`src/rtl/pi_code_seq_if.sv`:
```
// -----------------------------------------------------------------------------
// pi_code_seq_if
// Signal bundle between the phase-code sequencer and its environment.
//
// Handshake: a manual load transfers on a rising clk edge where
// load_vld && load_rdy are both high. load_vld may be raised at any time and
// must hold load_code stable while waiting; load_rdy does not depend on
// load_vld.
//
// Signals:
//   en        tracking enable
//   up, dn    phase-detector early/late votes, one per cycle
//   load_vld  manual load request
//   load_code manual code {quad, ctl}
//   load_rdy  sequencer can accept a load this cycle
//   ctl       interpolator weight code
//   quad      clock-pair select
//   upd       one-cycle pulse after the code changed
//   busy      high while the interpolator is settling
//   lock      lock indicator
//   dbg_state current sequencer state (0 TRACK, 1 SETTLE, 2 FREEZE)
//
// Modports: master = environment / bench, slave = sequencer.
// -----------------------------------------------------------------------------
interface pi_code_seq_if #(
  parameter int Nbit = 6,
  parameter int Nq   = 2
);
  logic              en;
  logic              up;
  logic              dn;
  logic              load_vld;
  logic [Nq+Nbit-1:0] load_code;
  logic              load_rdy;
  logic [Nbit-1:0]   ctl;
  logic [Nq-1:0]     quad;
  logic              upd;
  logic              busy;
  logic              lock;
  logic [1:0]        dbg_state;

  modport master (
    output en, up, dn, load_vld, load_code,
    input  load_rdy, ctl, quad, upd, busy, lock, dbg_state
  );

  modport slave (
    input  en, up, dn, load_vld, load_code,
    output load_rdy, ctl, quad, upd, busy, lock, dbg_state
  );
endinterface

```
`src/rtl/pi_code_seq.sv`:
```
// -----------------------------------------------------------------------------
// pi_code_seq
// Phase-code sequencer for the digitally-controlled phase interpolator.
// Filters bang-bang up/dn votes through a signed accumulator and steps the
// combined {quad, ctl} code by one whenever the net vote reaches +/-THR.
// After every code change the sequencer sits in SETTLE for HOLD cycles so the
// interpolator output settles before the next step. A manual code can be
// loaded over a valid/ready handshake.
//
// Ports:
//   clk  sequencer clock
//   rst  asynchronous, active-high reset
//   bus  pi_code_seq_if.slave (votes, enable, load handshake, code outputs,
//        upd/busy/lock status, debug state)
//
// Optional feature (macro PI_CODE_SEQ_LOCK_DET_EN): lock detector. Counts
// consecutive threshold steps that alternate direction; lock rises when the
// count reaches LOCK_N. Without the macro lock is constant 0.
// -----------------------------------------------------------------------------
module pi_code_seq #(
  parameter int               Nbit     = 6,
  parameter int               Nq       = 2,
  parameter int               THR      = 4,
  parameter int               HOLD     = 8,
  parameter logic [Nq+Nbit-1:0] RST_CODE = '0,
  parameter int               LOCK_N   = 8
) (
  input  logic            clk,
  input  logic            rst,
  pi_code_seq_if.slave    bus
);

  localparam int W = Nq + Nbit;
  localparam logic signed [7:0] THR_S  = 8'(THR);
  localparam logic [7:0]        HOLD_M1 = 8'(HOLD - 1);

  typedef enum logic [1:0] {
    TRACK  = 2'd0,
    SETTLE = 2'd1,
    FREEZE = 2'd2
  } state_t;

  state_t            r_state, w_state_nxt;
  logic signed [7:0] r_acc, w_acc_nxt, w_acc_sum, w_vote;
  logic [W-1:0]      r_code, w_code_nxt;
  logic [7:0]        r_hcnt, w_hcnt_nxt;
  logic              r_upd;
  logic              w_load_rdy, w_load_hs;
  logic              w_track_vote, w_step_up, w_step_dn;

  // load_rdy is forced low while reset is asserted, not just from state.
  assign w_load_rdy = (r_state != SETTLE) && !rst;
  assign w_load_hs  = bus.load_vld && w_load_rdy;

  always_comb begin
    w_vote = 8'sd0;
    if (bus.up && !bus.dn)      w_vote = 8'sd1;
    else if (bus.dn && !bus.up) w_vote = -8'sd1;
  end

  assign w_acc_sum    = r_acc + w_vote;
  // Votes count only in TRACK with tracking enabled and no load winning.
  assign w_track_vote = (r_state == TRACK) && bus.en && !w_load_hs;
  assign w_step_up    = w_track_vote && (w_acc_sum == THR_S);
  assign w_step_dn    = w_track_vote && (w_acc_sum == -THR_S);

  always_comb begin
    w_state_nxt = r_state;
    w_acc_nxt   = r_acc;
    w_code_nxt  = r_code;
    w_hcnt_nxt  = r_hcnt;
    case (r_state)
      TRACK: begin
        if (w_load_hs) begin
          w_code_nxt  = bus.load_code;
          w_acc_nxt   = 8'sd0;
          w_hcnt_nxt  = HOLD_M1;
          w_state_nxt = SETTLE;
        end else if (!bus.en) begin
          w_acc_nxt   = 8'sd0;
          w_state_nxt = FREEZE;
        end else if (w_step_up || w_step_dn) begin
          // {quad, ctl} is one modular counter: ctl carries/borrows into quad.
          w_code_nxt  = w_step_up ? r_code + W'(1) : r_code - W'(1);
          w_acc_nxt   = 8'sd0;
          w_hcnt_nxt  = HOLD_M1;
          w_state_nxt = SETTLE;
        end else begin
          w_acc_nxt   = w_acc_sum;
        end
      end
      SETTLE: begin
        w_acc_nxt = 8'sd0;
        if (r_hcnt == 8'd0) begin
          // A drop of en during SETTLE takes effect once settling is done.
          w_state_nxt = bus.en ? TRACK : FREEZE;
        end else begin
          w_hcnt_nxt = r_hcnt - 8'd1;
        end
      end
      FREEZE: begin
        w_acc_nxt = 8'sd0;
        if (w_load_hs) begin
          w_code_nxt  = bus.load_code;
          w_hcnt_nxt  = HOLD_M1;
          w_state_nxt = SETTLE;
        end else if (bus.en) begin
          w_state_nxt = TRACK;
        end
      end
      default: begin
        w_state_nxt = TRACK;
        w_acc_nxt   = 8'sd0;
      end
    endcase
  end

  always_ff @(posedge clk or posedge rst) begin
    if (rst) begin
      r_state <= TRACK;
      r_acc   <= 8'sd0;
      r_code  <= RST_CODE;
      r_hcnt  <= 8'd0;
      r_upd   <= 1'b0;
    end else begin
      r_state <= w_state_nxt;
      r_acc   <= w_acc_nxt;
      r_code  <= w_code_nxt;
      r_hcnt  <= w_hcnt_nxt;
      // Pulse only on a real value change, so an identical load is silent.
      r_upd   <= (w_code_nxt != r_code);
    end
  end

  assign bus.ctl       = r_code[Nbit-1:0];
  assign bus.quad      = r_code[W-1:Nbit];
  assign bus.upd       = r_upd;
  assign bus.busy      = (r_state == SETTLE);
  assign bus.load_rdy  = w_load_rdy;
  assign bus.dbg_state = r_state;

`ifdef PI_CODE_SEQ_LOCK_DET_EN
  localparam int LW = $clog2(LOCK_N + 1);

  logic [LW-1:0] r_lcnt, w_lcnt_nxt;
  logic          r_prev_vld, r_prev_up, r_lock;
  logic          w_prev_vld_nxt, w_prev_up_nxt;

  always_comb begin
    w_lcnt_nxt     = r_lcnt;
    w_prev_vld_nxt = r_prev_vld;
    w_prev_up_nxt  = r_prev_up;
    if (w_load_hs || (r_state == FREEZE) || (w_state_nxt == FREEZE)) begin
      w_lcnt_nxt     = '0;
      w_prev_vld_nxt = 1'b0;
      w_prev_up_nxt  = 1'b0;
    end else if (w_step_up || w_step_dn) begin
      // The first step after a clear only records its direction.
      if (r_prev_vld) begin
        if (r_prev_up != w_step_up) begin
          if (r_lcnt != LW'(LOCK_N)) w_lcnt_nxt = r_lcnt + LW'(1);
        end else begin
          w_lcnt_nxt = '0;
        end
      end
      w_prev_vld_nxt = 1'b1;
      w_prev_up_nxt  = w_step_up;
    end
  end

  always_ff @(posedge clk or posedge rst) begin
    if (rst) begin
      r_lcnt     <= '0;
      r_prev_vld <= 1'b0;
      r_prev_up  <= 1'b0;
      r_lock     <= 1'b0;
    end else begin
      r_lcnt     <= w_lcnt_nxt;
      r_prev_vld <= w_prev_vld_nxt;
      r_prev_up  <= w_prev_up_nxt;
      r_lock     <= (w_lcnt_nxt == LW'(LOCK_N));
    end
  end

  assign bus.lock = r_lock;
`else
  // No detector: LOCK_N is only referenced to keep it part of the interface;
  // the expression is constant 0 for any legal LOCK_N.
  assign bus.lock = (LOCK_N < 0);
`endif

endmodule
```
`src/flat_wrapper.sv`:
```
// flat-port wrapper written by rule: the top's interface ports become plain ports
module pi_code_seq_flat 
#(
  parameter int               Nbit     = 6,
  parameter int               Nq       = 2,
  parameter int               THR      = 4,
  parameter int               HOLD     = 8,
  parameter logic [Nq+Nbit-1:0] RST_CODE = '0,
  parameter int               LOCK_N   = 8
)
  (clk, rst, bus_en, bus_up, bus_dn, bus_load_vld, bus_load_code, bus_load_rdy, bus_ctl, bus_quad, bus_upd, bus_busy, bus_lock, bus_dbg_state);
  pi_code_seq_if #(.Nbit(Nbit), .Nq(Nq)) bus_i ();
  input  logic clk;
  input  logic rst;
  input wire logic [$bits(bus_i.en)-1:0] bus_en;
  input wire logic [$bits(bus_i.up)-1:0] bus_up;
  input wire logic [$bits(bus_i.dn)-1:0] bus_dn;
  input wire logic [$bits(bus_i.load_vld)-1:0] bus_load_vld;
  input wire logic [$bits(bus_i.load_code)-1:0] bus_load_code;
  output wire logic [$bits(bus_i.load_rdy)-1:0] bus_load_rdy;
  output wire logic [$bits(bus_i.ctl)-1:0] bus_ctl;
  output wire logic [$bits(bus_i.quad)-1:0] bus_quad;
  output wire logic [$bits(bus_i.upd)-1:0] bus_upd;
  output wire logic [$bits(bus_i.busy)-1:0] bus_busy;
  output wire logic [$bits(bus_i.lock)-1:0] bus_lock;
  output wire logic [$bits(bus_i.dbg_state)-1:0] bus_dbg_state;
  assign bus_i.en = bus_en;
  assign bus_i.up = bus_up;
  assign bus_i.dn = bus_dn;
  assign bus_i.load_vld = bus_load_vld;
  assign bus_i.load_code = bus_load_code;
  assign bus_load_rdy = bus_i.load_rdy;
  assign bus_ctl = bus_i.ctl;
  assign bus_quad = bus_i.quad;
  assign bus_upd = bus_i.upd;
  assign bus_busy = bus_i.busy;
  assign bus_lock = bus_i.lock;
  assign bus_dbg_state = bus_i.dbg_state;
  pi_code_seq #(.Nbit(Nbit), .Nq(Nq), .THR(THR), .HOLD(HOLD), .RST_CODE(RST_CODE), .LOCK_N(LOCK_N)) u_core (.clk(clk), .rst(rst), .bus(bus_i));
endmodule
```
`config.mk`:
```
export PLATFORM = sky130hd
export DESIGN_NAME = pi_code_seq_flat
export DESIGN_NICKNAME = d
export VERILOG_FILES = /design/src/rtl/pi_code_seq_if.sv /design/src/rtl/pi_code_seq.sv /design/src/flat_wrapper.sv
export SDC_FILE = /design/constraint.sdc
export NUM_CORES = 1
export LEC_CHECK = 0
export CAP_MARGIN = 20
export CORE_UTILIZATION = 25
export CTS_CLUSTER_SIZE = 10
export DETAILED_ROUTE_END_ITERATION = 10
export DONT_BUFFER_PORTS = 1
export HOLD_SLACK_MARGIN = 0.03
export PLACE_DENSITY = 0.4
export SLEW_MARGIN = 20
export SYNTH_ARGS = -nofsm -noshare
export SYNTH_HDL_FRONTEND = slang
export SYNTH_SLANG_ARGS = --single-unit
```
`constraint.sdc`:
```
create_clock -name clk -period 4.7 [get_ports clk]
set_input_delay 1.41 -clock clk [delete_from_list [all_inputs] [get_ports clk]]
set_output_delay 1.41 -clock clk [all_outputs]
set_load 0.01 [all_outputs]
```
==> out/metrics.cfg <==
[outcome]
outcome = finished, final reports clean

[route]
drc = 0
final_antenna_net_count = 0
via_per_inst = 5.22
drt_first_pass_iters = 4
totalWireLength_um = 6720
num_vias = 2114
drt_iter0_drc = 46
routedWlPerCell_um = 16.6

[floorplanning]
top_level_ports = 28
dieHeight_um = 98.3
core-area_um2 = 8850
dieWidth_um = 98.3
dieArea_um2 = 9670
rows = 34
initial_core_util_pct = 26.2

[critical_path]
cp_cell_sequence = inv_12 > ha_4 > inv_2 > ha_4 > buf_6 > o2111a_1 > or4_4 > nand2_4 > and4_4 > nand3_4 > fa_2 > a21o_1 > a21oi_2 > o21bai_1 > a21oi_2 > xnor2_2 > mux2i_1 > nand4b_1 > o2bb2ai_1
start_kind = input port
max_stage_delay_ns = 0.55
critPathArrivalTime_ns = 4.78
cp_max_fo = 4
cp-end-kind = register
crit_type = in -> reg
crit_slowest_cell = or4_4
required_ns = 4.87

[clock_network]
cts_buffer_depth = 2
h-tree-depth = 1
cts-buffers-inserted = 3
cts.clk_slew.worst_paths_ns = 0.11
clk_latency_ns = 0.28
clkSinkCount = 27
cts_tree = built
hold_buffers = 0
cts-root-buf = clkbuf_8

[pwr]
p_switching_w = 0.000671
clock_power_share_pct = 9.7
power_density_nw_per_um2 = 499
pwr-share-comb_pct = 59.5
switching_share_pct = 45.8
internal-power_w = 0.000794
power_leakage_nw = 1.23
peakVddDrop_v = 0.000235
sequentialPowerShare_pct = 30.8

[yosys]
yosysSeqAreaShare_pct = 29.1
netlist_area_um2 = 2320
ys.flop_type = dfrtp_1
synth.area.top_cells = dfrtp_1, ha_1, a21oi_1
synth-async-reset-ratio_pct = 100
synth_cell_types = 63
syn_area_per_cell_um2 = 8.79
synth_seq_cells = 27
synth_edf_count = 0
yosysWarnings = 0
yosys.area_share.xor_xnor_pct = 6.42
synth_compound_area_share_pct = 27.6
synth_top_area_share_pct = 29.1
syn_nets = 292
synth-simple-area-share_pct = 21.2
synthAdderAreaFrac_pct = 7.87
synth_top_cell_by_area = dfrtp_1
synth_mux_area_share_pct = 2.75
synth_top_family_by_area = compound AO/OA/AOI/OAI gates
syn_inst = 264

[timing]
tightest_slew_ns = 0.803
post-route-period-util_pct = 98.1
setup_viol = 0
slew_headroom_pct = 46.3
fin_skew_ns = 0.00450
timing.hold.ws_ns = 0.496
final_max_slew_viol_count = 0
fin_ws_ns = 0.0911
hold_viol = 0
period_needed_ns = 4.61
rsz0062_at_grt = yes
fmax_mhz = 217

[placement]
gp_congestion = 0.846
hpwl_um = 5200
dp.cells = 400
port_buffers = 0
placed_area_um2 = 2790
post-place-ws_ns = -0.360

[min_path]
hp-class = reg -> reg

[grt]
first_global_vias = 2133
grt_overflow = 0
grt_max_degree = 28
antenna_found_initial = 0
grt_pass1_wl_um = 10900
track_usage_pct = 14.3

[final_layout]
nNetsFinal = 326
nFillCells = 938
layoutNonFillerInstCount = 405
syn2layout_area_growth_pct = 26.5
post_route_cells_drive_above_1_share_pct = 26.6
fin_util_pct = 33.2
final_area_um2 = 2940
antenna_cells = 0

[job]
drv_cap = 0

-- layout by cell type (no fill, tap or decap), drive strengths merged, types with 4 or more instances in the layout --
cell	count
inv	15
nor2b	4
buf	39
dfrtp	27
nor4	7
ha	13
and3	5
nand3	5
a22oi	6
nor2	17
a21o	9
a31oi	9
a21oi	20
o21ai	9
a211oi	4
nand2	14
nor3	6
nand2b	6
xor2	8
xnor2	9
-- cell families after synthesis --
| group | count (synthesis) |
|---|---|
| and+or+nand+nor | 85 |
| other | 1 |
| AOI/OAI and AO/OA | 88 |
| xor gates and xnor gates | 17 |
| DFF | 27 |
| buffers and inverters | 26 |
| adders and majority gates | 14 |
| muxes | 6 |
-- repair_timing --
action,CTS,global route
pin swaps,0,19
endpoints found under the setup margin,1,3
gates resized for setup,2,15
buffers inserted,0,2
-- critical path, delay by kind of cell --
kind,cells,cell delay (ns)
AND/OR/NAND/NOR,5,1.07
AO/OA/AOI/OAI,6,0.95
adder cells (fa/ha/maj),3,0.80
multiplexers,1,0.22
buffers and inverters,3,0.19
XOR/XNOR,1,0.14
-- synthesized netlist by cell type (3+ instances only) --
master,instances
dfrtp_1,27
and3_1,5
buf_2,3
nand2b_1,6
a211oi_1,3
a21o_1,9
nor2_1,17
clkbuf_1,5
ha_1,13
a31oi_1,9
inv_1,15
nor3_1,6
a22oi_1,6
o22ai_1,3
a221o_1,3
nand2_1,14
a21oi_1,19
mux2i_1,3
nor2b_1,4
xor2_1,8
nor4_2,3
and2_1,3
o31ai_1,3
nor4_1,4
nand4_1,3
xnor2_1,9
nor3b_1,3
o2bb2ai_1,3
o21ai_0,8
nand3_1,5
-- flip-flops by register name (all words and copies together), names as in the netlist --
name / count
u_core.bus.dbg_state: 2
u_core.bus.upd: 1
u_core.r_acc: 8
u_core.r_code: 8
u_core.r_hcnt: 8
-- power groups by stage --
stage	clock, W	combinational [W]	sequential [W]
after detailed placement	0	0.000804	0.000455
after CTS	0.000149	0.000823	0.000450
after global placement	0	0.000810	0.000457
after global routing	0.000158	0.000957	0.000470
final	0.000142	0.000872	0.000451
after floorplan	0	0.000566	0.000409
-- layout make-up --
class | count | area, µm² | share of cell area, %
well taps | 108 | 135 | 4.60
clock buffers | 3 | 41.3 | 1.41
clock inverters | 1 | 7.51 | 0.256
flip-flops and latches | 27 | 676 | 23.0
repair buffers | 39 | 297 | 10.1
multi-input cells | 211 | 1710 | 58.1
inverters | 16 | 72.6 | 2.47
-- through the flow --
stage	setup TNS [ns]	power [W]
after floorplan	-0.141	0.000975
after global placement	-0.597	0.00127
after detailed placement	-0.828	0.00126
after CTS	0	0.00142
after global routing	-0.0406	0.00158
final	0	0.00147
-- metal layers --
| metal | vias up | GRT usage [%] | part of all wire (%) |
|---|---|---|---|
| li1 | 1058 | - | - |
| met1 | 1028 | 19.5 | 48 |
| met2 | 26 | 24.2 | 48 |
| met3 | 2 | 1.50 | 3.1 |
| met4 | 0 | 3.67 | 0.54 |
| met5 | - | 0 | 0 |
-- path summary, 6_finish.rpt --
| check | startpoint | to | slack (ns) | depth (start not counted) |
|---|---|---|---|---|
| max reg2reg | u_core.r_acc[1] | u_core.bus.upd | 0.89 | 15 |
| max in group asynchronous | rst | u_core.r_acc[0] | 3.35 | 2 |
| min in group asynchronous | rst | u_core.r_hcnt[0] | 1.07 | 2 |
| min reg2reg | u_core.r_hcnt[7] | u_core.r_hcnt[7] | 0.50 | 1 |
| min | u_core.r_hcnt[7] | u_core.r_hcnt[7] | 0.50 | 1 |
| max | bus_up | u_core.bus.upd | 0.09 | 19 |
Note: power is estimated with default switching activity, not from simulation.
